### src/rtl/signal_tx.sv
// signal_tx: transmit-side level driver for a filtered single-wire status line.
// Accepts level-change requests over a req/ack handshake and holds every new
// level for at least HOLD_TH sample ticks so the far-end pulse filter always
// sees a genuine transition.
// Optional glitch injection is enabled by defining SIGNAL_TX_GLITCH_INJ_EN.
module signal_tx #(
    parameter int             CNT_W       = 10,
    parameter logic [CNT_W-1:0] HOLD_TH   = CNT_W'(9),
    parameter logic [CNT_W-1:0] GLT_W     = CNT_W'(4),
    parameter int             END_OF_LIST = 1
) (
    input  logic i_clk,
    input  logic i_rst_n,
    input  logic i_tick,
    input  logic i_req,
    input  logic i_lvl,
    output logic o_ack,
    output logic o_busy,
    input  logic i_rtmon,
    input  logic i_inj,
    output logic o_inj_ack,
    output logic o_tx_sig
);

    typedef enum logic [1:0] {
        IDLE   = 2'd0,
        HOLD   = 2'd1,
        GLITCH = 2'd2
    } state_t;

    state_t           state_reg;
    logic             cur_lvl_reg;
    logic [CNT_W-1:0] cnt_reg;

    logic             line;
    logic [CNT_W-1:0] cnt_next;
    logic             inj_go;
    logic             unused_sig;

    // Glitch requests only reach the FSM when the feature is built in.
`ifdef SIGNAL_TX_GLITCH_INJ_EN
    assign inj_go = i_inj;
`else
    assign inj_go = 1'b0;
`endif

    // Terminator parameter and (in the default build) i_inj carry no logic.
    assign unused_sig = i_inj & (END_OF_LIST != 0);

    // Internal line level: inverted from the held level only while glitching.
    assign line = (state_reg == GLITCH) ? ~cur_lvl_reg : cur_lvl_reg;

    // Saturating increment so the counter can never wrap back to zero.
    assign cnt_next = (&cnt_reg) ? cnt_reg : cnt_reg + CNT_W'(1);

    // Busy whenever the line is being held or glitched.
    assign o_busy = (state_reg != IDLE);

    // Main FSM: handshake, hold/glitch tick counting and registered line output.
    always_ff @(posedge i_clk or negedge i_rst_n) begin
        if (!i_rst_n) begin
            state_reg   <= IDLE;
            cur_lvl_reg <= 1'b0;
            cnt_reg     <= '0;
            o_ack       <= 1'b0;
            o_inj_ack   <= 1'b0;
            o_tx_sig    <= 1'b0;
        end else begin
            o_ack     <= 1'b0;
            o_inj_ack <= 1'b0;
            // Polarity select applies one cycle later and never touches the FSM.
            o_tx_sig  <= i_rtmon ? ~line : line;
            case (state_reg)
                IDLE: begin
                    if (i_req) begin
                        // Equal-level requests are acked as no-ops.
                        o_ack <= 1'b1;
                        if (i_lvl != cur_lvl_reg) begin
                            cur_lvl_reg <= i_lvl;
                            cnt_reg     <= '0;
                            state_reg   <= HOLD;
                        end
                    end else if (inj_go) begin
                        o_inj_ack <= 1'b1;
                        cnt_reg   <= '0;
                        state_reg <= GLITCH;
                    end
                end
                HOLD: begin
                    if (i_tick) begin
                        if (cnt_next >= HOLD_TH) begin
                            cnt_reg   <= '0;
                            state_reg <= IDLE;
                        end else begin
                            cnt_reg <= cnt_next;
                        end
                    end
                end
                GLITCH: begin
                    // After the glitch a full hold follows before new requests.
                    if (i_tick) begin
                        if (cnt_next >= GLT_W) begin
                            cnt_reg   <= '0;
                            state_reg <= HOLD;
                        end else begin
                            cnt_reg <= cnt_next;
                        end
                    end
                end
                default: begin
                    cnt_reg   <= '0;
                    state_reg <= IDLE;
                end
            endcase
        end
    end

`ifdef ASSERT_ON
    // Zero-length hold or glitch would make the far end see a bare pulse.
    always @(posedge i_clk) begin
        assert ((HOLD_TH != '0) && (GLT_W != '0));
    end
`endif

endmodule

### config.mk
export PLATFORM = sky130hd
export DESIGN_NAME = signal_tx
export DESIGN_NICKNAME = d
export VERILOG_FILES = /design/src/rtl/signal_tx.sv
export SDC_FILE = /design/constraint.sdc
export NUM_CORES = 1
export LEC_CHECK = 0
export CAP_MARGIN = 20
export CORE_UTILIZATION = 55
export DETAILED_ROUTE_END_ITERATION = 8
export PLACE_DENSITY = 0.8
export REMOVE_ABC_BUFFERS = 1
export SLEW_MARGIN = 20
export SYNTH_ARGS = -nofsm -noshare
export SYNTH_HDL_FRONTEND = slang
export SYNTH_SLANG_ARGS = --single-unit
### constraint.sdc
create_clock -name i_clk -period 6.4 [get_ports i_clk]
set_clock_uncertainty 0.1 [all_clocks]
set_input_delay 1.6 -clock i_clk [delete_from_list [all_inputs] [get_ports i_clk]]
set_output_delay 1.6 -clock i_clk [all_outputs]
set_load 0.1 [all_outputs]
==> impl_results.md, run 1 <==
- Share of the synthesized area in the top cell type: between 40 and 50%
- Unrepaired setup endpoints after global routing: false
- Post-CTS Hold Fix Bufs: 0
- Final critical-path share of the clock period: a little under three fifths
- Portion of netlist area occupied by mux cells: around 1.4%
- Total met3 wirelength after detailed routing: 68 um
- Class of the most critical setup path: flip-flop to output pin
- Worst Path Max Fanout: 5
- CTS buffer count: 3
- Routed length per instance: approximately 14 um
- Maximum clock frequency: between 0.2 and 0.3 GHz
- Worst vdd rail ir drop: about 220 uV
- Sequential element share of the synthesized area: 44.9%
- Status: finished, final reports clean
- Top post-synthesis cells by area: sky130_fd_sc_hd__dfrtp_1, sky130_fd_sc_hd__and2_1, sky130_fd_sc_hd__nand2_1, sky130_fd_sc_hd__nor2_1, sky130_fd_sc_hd__a311oi_1
- XOR/XNOR Fraction of Synth Area: between 2 and 2.5%
- Initial antenna violation count: 0
- Number of DRC markers in iteration 0: 13
- Synthesis-stage register bit count: 14
- Fraction of the mapped netlist area in simple logic gates: a little over a quarter
- Critical path buffers and inverters: 1
- Worst Path Required: 4.70 ns
- Worst Max-Slew Pin Slew: between 0.9 and 1 ns
- Worst hold slack: around 0.42 ns
- HPWL Detailed: 1130 um
- Placeable core area: roughly 0.0013 mm2
- Combinational family with the most area after synthesis: simple AND/OR/NAND/NOR gates
- Number of setup violations in the final report: 0
- Input/output buffers: 8
- DR top layer: met4
- Distinct cell type count of the synthesized netlist: 36
- Initial cell density of the core: about three fifths
- Maxcap violations: 0
- Slowest cell on the critical path: sky130_fd_sc_hd__clkdlybuf4s50_1
- Top-count cell post-synth: sky130_fd_sc_hd__dfrtp_1
- Total number of placement rows: 13
- Count of flip-flops with a built-in enable after synthesis: 0
- Share of post-route cells with drive strength above 1: 8.99%
- Longest individual stage delay on the worst path: between 1 and 1.5 ns
- Growth of design area from synthesis to finish: 13.0%
- Number of pins exceeding their max-slew limit in the final report: 0
- Most frequently used flop master after synthesis: sky130_fd_sc_hd__dfrtp_1
- Antenna diode count: 0
- Antenna viol nets, final: 0
- Syn Inst Count: between 80 and 90
- Synth cell count leaders: sky130_fd_sc_hd__dfrtp_1, sky130_fd_sc_hd__nand2_1, sky130_fd_sc_hd__and2_1
- Post-CTS setup-driven buffer insertion count: 0
- Later-pin clock latency in the skew report: between 0.2 and 0.3 ns
- Worst Setup Start Kind: flip-flop
- Via count of the first global-routing pass: 537
- Routed wl met2: between 700 and 800 um
- Cell accounting for the most synthesized area: sky130_fd_sc_hd__dfrtp_1
- Max_slew headroom: a little over a third
- Total vias in the final route: ~630
- Number of flip-flops in the largest register: 10
- Final net count: 99
- Category of the worst setup path capture point: output pin
- Pre-Repair DR Iteration Count: 4
- Final critical delay including setup and external delays: ~3.5 ns
- Post-detailed-route via-to-cell ratio: 6.05
- Remaining DRCs: 0
- GRT Residual Overflow: 0
- Gates resized, CTS repair: 0
- DRT Wirelength: between 1000 and 1500 um
- Power Total: roughly 0.33 mW
- Power per cell area: about 370 mW/mm2
- Leakage Power: between 0.3 and 0.4 nW
- Crit-path cells: clkdlybuf4s50_1
- Count of synthesis-stage warnings from yosys: 0
- Routability-driven placement congestion ratio: roughly 0.78
- Post-synth design cell area: roughly 780 um2
- Global-route wire length before repair: approximately 2300 um
- Fraction of registers with async set or reset after synthesis: between 90% and 100%
- Clock tree root buffer cell: sky130_fd_sc_hd__clkbuf_4
- All-layer global routing usage: roughly a quarter
- Area fraction in compound gates after synthesis: approximately a fifth
- Width of the chip: roughly 40 um
- # IOs: 11
- Die boundary height: between 30 and 40 um
- Worst min-delay path class: flip-flop to flip-flop
- Worst Path Arrival: around 1.8 ns
- Clock tree from TritonCTS: built
- Share of synthesized cell area in full adder, half adder and majority cells: roughly 1.6%
- Floorplan die area: ~0.0016 mm2
- CTS clock-pin slew for the worst setup and hold paths: ~0.080 ns
- Clock buffer depth: 2
- Post-synthesis area per instance: slightly below 10 um2
- Pin count of the biggest net entering global routing: 15
- Category of cells accounting for the largest share of critical-path delay: buffers and inverters
- H-tree depth reported by CTS: 1
- Accumulated negative setup slack: 0 ns
- Post-Route M1 WL: around 690 um
- Final Hold Violating Endpoints: 0
- TritonCTS sink count: 14
## final cells by class
| cell class | instances | area, um2 |
|---|---|---|
| clock buffers | 3 | 22.5 |
| repair buffers | 8 | 80.1 |
| multi-input cells | 61 | 398 |
| inverters | 3 | 11.3 |
| fillers | 111 | 437 |
| flip-flops and latches | 14 | 350 |
| well taps | 15 | 18.8 |
## stage by stage
step / instances / area (um2) / util (%) / setup slack, ns
CTS: 104 / 881 / 66.9 / 2.86
detailed placement: 101 / 858 / 65.1 / 3.16
floorplan: 78 / 759 / - / 3.76
global route: 104 / 881 / 66.9 / 2.82
global placement: 101 / 858 / 65.1 / 3.17
finish: 104 / 881 / 66.9 / 2.87
## cells by family (layout without fill, tap and decap cells)
family,count (synthesis),in the layout
AOI/OAI and AO/OA,19,19
xor gates and xnor gates,2,2
adders and majority gates,1,1
buffers and inverters,6,14
DFF,14,14
muxes,1,1
other,1,1
and+or+nand+nor,37,37
## worst paths after layout
check,startpoint,end,slack [ns],depth (start not counted)
worst max-delay path,state_reg[0],o_busy,2.87,1
worst min-delay path,cur_lvl_reg,o_tx_sig,0.42,1
worst max register to register,cnt_reg[0],cnt_reg[2],3.73,7
worst min register to register,cur_lvl_reg,o_tx_sig,0.42,1
max in group asynchronous,i_rst_n,cnt_reg[3],4.19,1
min in group asynchronous,i_rst_n,cnt_reg[6],1.61,1
## per-layer routing
metal | global-route usage (%) | vias up
li1 | - | 308
met1 | 28.7 | 296
met2 | 38.5 | 21
met3 | 5.11 | 4
met4 | 10.3 | 0
met5 | 0 | -
## report_power, final
group / switching, mW / leakage, nW / internal (mW)
Clock: 0.0249 / 0.0138 / 0.0217
Combinational: 0.0966 / 0.181 / 0.0485
Sequential: 0.0255 / 0.183 / 0.108
## layout by cell type, fill, tap and decap left out, types with 2 or more instances in the layout
cell                              instances
sky130_fd_sc_hd__dfrtp_1                 14
sky130_fd_sc_hd__nand2_1                 10
sky130_fd_sc_hd__clkdlybuf4s50_1          8
sky130_fd_sc_hd__and2_1                   7
sky130_fd_sc_hd__nor2_1                   5
sky130_fd_sc_hd__inv_1                    3
sky130_fd_sc_hd__nand3_1                  3
sky130_fd_sc_hd__clkbuf_4                 3
sky130_fd_sc_hd__nand2b_1                 2
sky130_fd_sc_hd__and3_1                   2
sky130_fd_sc_hd__a311oi_1                 2
sky130_fd_sc_hd__a21o_1                   2
sky130_fd_sc_hd__nor2b_1                  2
sky130_fd_sc_hd__a21oi_1                  2
sky130_fd_sc_hd__o21ai_1                  2
sky130_fd_sc_hd__a31oi_1                  2
sky130_fd_sc_hd__o22a_1                   2
Note: power is estimated with default switching activity, not from simulation.
==> inputs of run 2 (changes only) <==
--- a/config.mk
+++ b/config.mk
@@ -6,9 +6,9 @@
 export NUM_CORES = 1
 export LEC_CHECK = 0
 export CAP_MARGIN = 20
-export CORE_UTILIZATION = 55
+export CORE_UTILIZATION = 51
 export DETAILED_ROUTE_END_ITERATION = 8
-export PLACE_DENSITY = 0.8
+export PLACE_DENSITY = 0.75
 export REMOVE_ABC_BUFFERS = 1
 export SLEW_MARGIN = 20
 export SYNTH_ARGS = -nofsm -noshare
==> constraint.sdc (replaced) <==
create_clock -name i_clk -period 3.5 [get_ports i_clk]
set_clock_uncertainty 0.1 [all_clocks]
set_input_delay 0.875 -clock i_clk [delete_from_list [all_inputs] [get_ports i_clk]]
set_output_delay 0.875 -clock i_clk [all_outputs]
set_load 0.1 [all_outputs]
==> impl_results.md, run 2 (synthesized netlist as in run 1, its figures left out) <==
- Number of flip-flops in the largest register: 10 (unchanged)
- Class of the most critical setup path: flip-flop to flip-flop
- Worst min-delay path class: flip-flop to flip-flop
- Final critical-path share of the clock period: between 70% and 80%
- Total vias in the final route: 619 (-1.6%)
- Post-Place Cell Area: 851 um2 (-0.87%)
- Placeable core area: 0.00137 mm2 (+3.7%)
- # IOs: 11 (unchanged)
- All-layer global routing usage: 20.4% (-2.9 points)
- Clock tree from TritonCTS: built
- Final net count: 99 (unchanged)
- Antenna diode count: 0 (unchanged)
- Worst Path Arrival: 2.78 ns (+0.95 ns)
- Power Total: 0.593 mW (+82%)
- Initial cell density of the core: 57.1% (-2.1 points)
- Pin count of the biggest net entering global routing: 15 (unchanged)
- Post-CTS setup-driven buffer insertion count: 0 (unchanged)
- Maxcap violations: 0 (unchanged)
- Leakage Power: 0.380 nW (+0.77%)
- Antenna viol nets, final: 0 (unchanged)
- Max_slew headroom: 53.7% (+18 points)
- Total number of placement rows: 13 (unchanged)
- Longest individual stage delay on the worst path: 0.58 ns (-0.57 ns)
- CTS clock-pin slew for the worst setup and hold paths: 0.08 ns (about the same)
- Footprint of the flip-flops and latches: 350 um2 (unchanged)
- DRT Wirelength: 1400 um (-6.2%)
- TritonCTS sink count: 14 (unchanged)
- Global-route wire length before repair: 2180 um (-6.2%)
- Status: finished, final reports clean
- Number of setup violations in the final report: 0 (unchanged)
- Later-pin clock latency in the skew report: 0.27 ns (about the same)
- Worst Path Required: 3.61 ns (-1.09 ns)
- Remaining DRCs: 0 (unchanged)
- Commonest non-fill, non-tap cells in the layout: sky130_fd_sc_hd__dfrtp_1, sky130_fd_sc_hd__nand2_1, sky130_fd_sc_hd__and2_1
- Routability-driven placement congestion ratio: 0.763 (-2.4%)
- Post-CTS Hold Fix Bufs: 0 (unchanged)
- CTS buffer count: 3 (unchanged)
- Crit-path cells: ha_1, nand3_2, or4_4, a2111oi_2, nand4_2, a31oi_1, o22a_1
- Worst Setup Start Kind: flip-flop
- HPWL Detailed: 1000 um (-11%)
- Post-route cell area: 873 um2 (-0.85%)
- Worst Max-Slew Pin Slew: 0.694 ns (-0.270 ns)
- Number of DRC markers in iteration 0: 10 (-3)
- Unrepaired setup endpoints after global routing: false
- Routed length per instance: 13.5 um (-6.2%)
- Worst hold slack: 0.402 ns (-0.0227 ns)
- Most frequent standard cell in the layout excluding fill and tap cells: sky130_fd_sc_hd__dfrtp_1
- Category of the worst setup path capture point: flip-flop
- Fill cell count: 130 (+17%)
- Accumulated negative setup slack: 0 ns (unchanged)
- Number of pins exceeding their max-slew limit in the final report: 0 (unchanged)
- Worst vdd rail ir drop: 451 uV (+100%)
- Combined area of the multi-input logic cells: 398 um2 (unchanged)
- GRT Residual Overflow: 0 (unchanged)
- Growth of design area from synthesis to finish: 12.0%
- Pre-Repair DR Iteration Count: 4 (unchanged)
- Final critical delay including setup and external delays: about 2.7 ns
- Worst Path Max Fanout: 7 (+2)
- Width of the chip: 41.1 um (+3.7%)
- Worst-case reg-to-reg path depth: 7 (unchanged)
- Power per cell area: 679 mW/mm2 (+84%)
- Final Hold Violating Endpoints: 0 (unchanged)
- Slowest cell on the critical path: sky130_fd_sc_hd__or4_4
- Input/output buffers: 8 (unchanged)
- Worst Hold Path Cells: 1 (unchanged)
- Clock tree root buffer cell: sky130_fd_sc_hd__clkbuf_4
- Initial antenna violation count: 0 (unchanged)
- Clock buffer depth: 2 (unchanged)
- Maximum clock frequency: 0.375 GHz
- Floorplan die area: 0.00169 mm2 (+7.4%)
- Share of post-route cells with drive strength above 1: 12.4% (+3.4 points)
- H-tree depth reported by CTS: 1 (unchanged)
- Gates resized, CTS repair: 0 (unchanged)
- Die boundary height: 41.1 um (+3.7%)
- Post-detailed-route via-to-cell ratio: 5.95 (-1.6%)
- Via count of the first global-routing pass: 497 (-7.4%)
-- run 2: power by group --
part           total (mW)  switching, mW  internal (mW)
clock              0.0870         0.0472         0.0398
sequential          0.247         0.0486          0.198
combinational       0.260          0.175         0.0844
total               0.593          0.271          0.322
-- run 2: final timing paths --
check,from,to,slack [ns]
max,cnt_reg[0],cnt_reg[2],0.83
min,cur_lvl_reg,o_tx_sig,0.40
max reg2reg,cnt_reg[0],cnt_reg[2],0.83
min reg2reg,cur_lvl_reg,o_tx_sig,0.40
max in group asynchronous,i_rst_n,o_tx_sig,2.01
min in group asynchronous,i_rst_n,state_reg[0],0.89
-- run 2: metrics by stage --
step                      util, %  setup WS (ns)  cells
after floorplan                 -           1.13     78
after global placement       62.3          0.925    101
after detailed placement     62.3          0.877    101
after CTS                    63.9          0.851    104
after global routing         63.9          0.713    104
final                        63.9          0.832    104
-- run 2: layout make-up --
class | instances | area share (%)
inverter | 3 | 1.29
timing repair buffer | 8 | 8.31
tap | 15 | 2.15
sequential | 14 | 40.1
clock buffer | 3 | 2.58
multi-input combinational | 61 | 45.6
-- run 2: metal layers --
metal	up-vias	track usage [%]	share of wire, %
li1	309	-	-
met1	291	28.2	52
met2	15	29.7	42
met3	4	4.89	3.7
met4	0	9.68	1.6
met5	-	0	0
-- run 2: worst max-delay path: cells and delay by family (launching register included) --
kind | cells | cell delay, ns
simple gates | 3 | 0.96
compound gates | 3 | 0.77
flops | 1 | 0.46
fa+ha+maj | 1 | 0.32
==> inputs of run 3 (changes only) <==
==> constraint.sdc (replaced) <==
create_clock -name i_clk -period 2.7 [get_ports i_clk]
set_clock_uncertainty 0.1 [all_clocks]
set_input_delay 0.675 -clock i_clk [delete_from_list [all_inputs] [get_ports i_clk]]
set_output_delay 0.675 -clock i_clk [all_outputs]
set_load 0.1 [all_outputs]
==> impl_results.md, run 3 (synthesized netlist as in run 1, its figures left out) <==
- Remaining DRCs: 0 (unchanged)
- Clock buffer depth: 2 (unchanged)
- Pin count of the biggest net entering global routing: 15 (unchanged)
- Later-pin clock latency in the skew report: 0.29 ns (+0.02 ns)
- Worst Path Required: 2.83 ns (-0.78 ns)
- Worst Setup Start Kind: flip-flop
- Fill cell count: 116 (-11%)
- Pre-Repair DR Iteration Count: 4 (unchanged)
- Worst min-delay path class: flip-flop to flip-flop
- Worst-case reg-to-reg path depth: 7 (unchanged)
- HPWL Detailed: 1140 um (+14%)
- TritonCTS sink count: 14 (unchanged)
- Width of the chip: 41.1 um (unchanged)
- Placeable core area: 0.00137 mm2 (unchanged)
- Routability-driven placement congestion ratio: 0.756 (-0.92%)
- Core utilization of the finished layout: 66.6% (+2.7 points)
- Worst vdd rail ir drop: 604 uV (+34%)
- Antenna viol nets, final: 0 (unchanged)
- Antenna diode count: 0 (unchanged)
- Worst Path Arrival: 2.63 ns (-0.15 ns)
- Maximum clock frequency: 0.401 GHz (+6.9%)
- GRT Residual Overflow: 0 (unchanged)
- Die boundary height: 41.1 um (unchanged)
- Final Hold Violating Endpoints: 0 (unchanged)
- Unrepaired setup endpoints after global routing: false
- Worst Hold Path Cells: 1 (unchanged)
- Clock tree from TritonCTS: built
- Input/output buffers: 8 (unchanged)
- Number of pins exceeding their max-slew limit in the final report: 0 (unchanged)
- Total number of placement rows: 13 (unchanged)
- Class of the most critical setup path: flip-flop to flip-flop
- Number of flip-flops in the largest register: 10 (unchanged)
- CTS buffer count: 3 (unchanged)
- Status: finished, final reports clean
- # IOs: 11 (unchanged)
- Post-CTS setup-driven buffer insertion count: 0 (unchanged)
- Growth of design area from synthesis to finish: 16.7%
- H-tree depth reported by CTS: 1 (unchanged)
- Post-CTS Hold Fix Bufs: 0 (unchanged)
- Share of post-route cells with drive strength above 1: 16.1% (+3.8 points)
- Accumulated negative setup slack: 0 ns (unchanged)
- All-layer global routing usage: 22.5% (+2.1 points)
- Leakage Power: 0.403 nW (+5.8%)
- CTS clock-pin slew for the worst setup and hold paths: 0.09 ns (about the same)
- Final critical delay including setup and external delays: 2.50 ns (-0.172 ns)
- Final critical-path share of the clock period: 92.4% (+16 points)
- Power per cell area: 921 mW/mm2 (+36%)
- Launch instance of the worst register-to-register path: cnt_reg[1]
- Number of setup violations in the final report: 0 (unchanged)
- Gates resized, CTS repair: 0 (unchanged)
- Total vias in the final route: 652 (+5.3%)
- Final net count: 102 (+3.0%)
- Clock tree root buffer cell: sky130_fd_sc_hd__clkbuf_4
- Flop2flop setup slack: 0.20 ns (-0.63 ns)
- Routed length per instance: 14.6 um (+8.2%)
- Post-route cell area: 910 um2 (+4.2%)
- Number of DRC markers in iteration 0: 19 (+9)
- Via count of the first global-routing pass: 523 (+5.2%)
- Maxcap violations: 0 (unchanged)
- Worst Path Max Fanout: 6 (-1)
- Floorplan die area: 0.00169 mm2 (unchanged)
- Worst-case hold path end point: o_tx_sig
- Global-route wire length before repair: 2390 um (+9.5%)
- Category of the worst setup path capture point: flip-flop
- Post-Place Cell Area: 873 um2 (+2.6%)
- Worst Max-Slew Pin Slew: 0.621 ns (-0.0730 ns)
- Beginning of the worst hold path: cur_lvl_reg
- Commonest non-fill, non-tap cells in the layout: sky130_fd_sc_hd__dfrtp_1, sky130_fd_sc_hd__nand2_1, sky130_fd_sc_hd__and2_1
- R2r endpoint: cnt_reg[3]
- DRT Wirelength: 1580 um (+12%)
- Most frequent standard cell in the layout excluding fill and tap cells: sky130_fd_sc_hd__dfrtp_1
- Initial cell density of the core: 57.1% (unchanged)
- Post-detailed-route via-to-cell ratio: 6.04 (+1.4%)
- Max_slew headroom: 58.5% (+4.7 points)
- Initial antenna violation count: 0 (unchanged)
run 3: cell count changes in the layout (fill, tap and decap cells not counted), sizes merged:
cell / change
buf: +3
clkbuf: +1
run 3: area by class of cell:
type / instances / area (um2) / share of cell area, %
clock buffers: 4 / 36.3 / 3.99
inverters: 3 / 11.3 / 1.24
multi-input cells: 61 / 398 / 43.7
flip-flops and latches: 14 / 350 / 38.5
well taps: 15 / 18.8 / 2.06
repair buffers: 11 / 95.1 / 10.5
run 3: worst max-delay path: stages, from the launching register on:
cell and delay (ns):
sky130_fd_sc_hd__dfrtp_1 0.43, sky130_fd_sc_hd__ha_1 0.21, sky130_fd_sc_hd__nand3_2 0.13, sky130_fd_sc_hd__or4_4 0.58
sky130_fd_sc_hd__a2111oi_2 0.42, sky130_fd_sc_hd__nand4_2 0.22, sky130_fd_sc_hd__a31oi_1 0.20, sky130_fd_sc_hd__o22a_1 0.15
run 3: metrics by stage:
| step | setup WS (ns) | hold WS, ns | power [mW] | cells |
|---|---|---|---|---|
| after floorplan | 0.329 | 0.279 | 0.580 | 78 |
| after global placement | 0.290 | 0.386 | 0.675 | 104 |
| after detailed placement | 0.221 | 0.424 | 0.688 | 104 |
| after CTS | 0.197 | 0.432 | 0.841 | 108 |
| after global routing | 0.0380 | 0.450 | 0.877 | 108 |
| final | 0.204 | 0.432 | 0.838 | 108 |
run 3: metal layers:
metal	GRT usage (%)	share of wire [%]
met2	33.6	45
met1	30.1	49
met3	4.89	3.7
met4	12.1	2.4
met5	0	0
run 3: worst max path at each step:
stage | start | endpoint
floorplan | cnt_reg[0] | cnt_reg[2]
global placement | cnt_reg[1] | cnt_reg[3]
detailed placement | cnt_reg[1] | cnt_reg[3]
CTS | cnt_reg[1] | cnt_reg[3]
global route | cnt_reg[1] | cnt_reg[3]
finish | cnt_reg[1] | cnt_reg[3]
run 3: report_power, final:
| group | leakage (nW) | internal, mW | switching [mW] | total, mW |
|---|---|---|---|---|
| clock network | 0.0210 | 0.0822 | 0.0726 | 0.155 |
| registers | 0.183 | 0.257 | 0.0530 | 0.310 |
| logic | 0.199 | 0.129 | 0.244 | 0.373 |
| total | 0.403 | 0.468 | 0.370 | 0.838 |
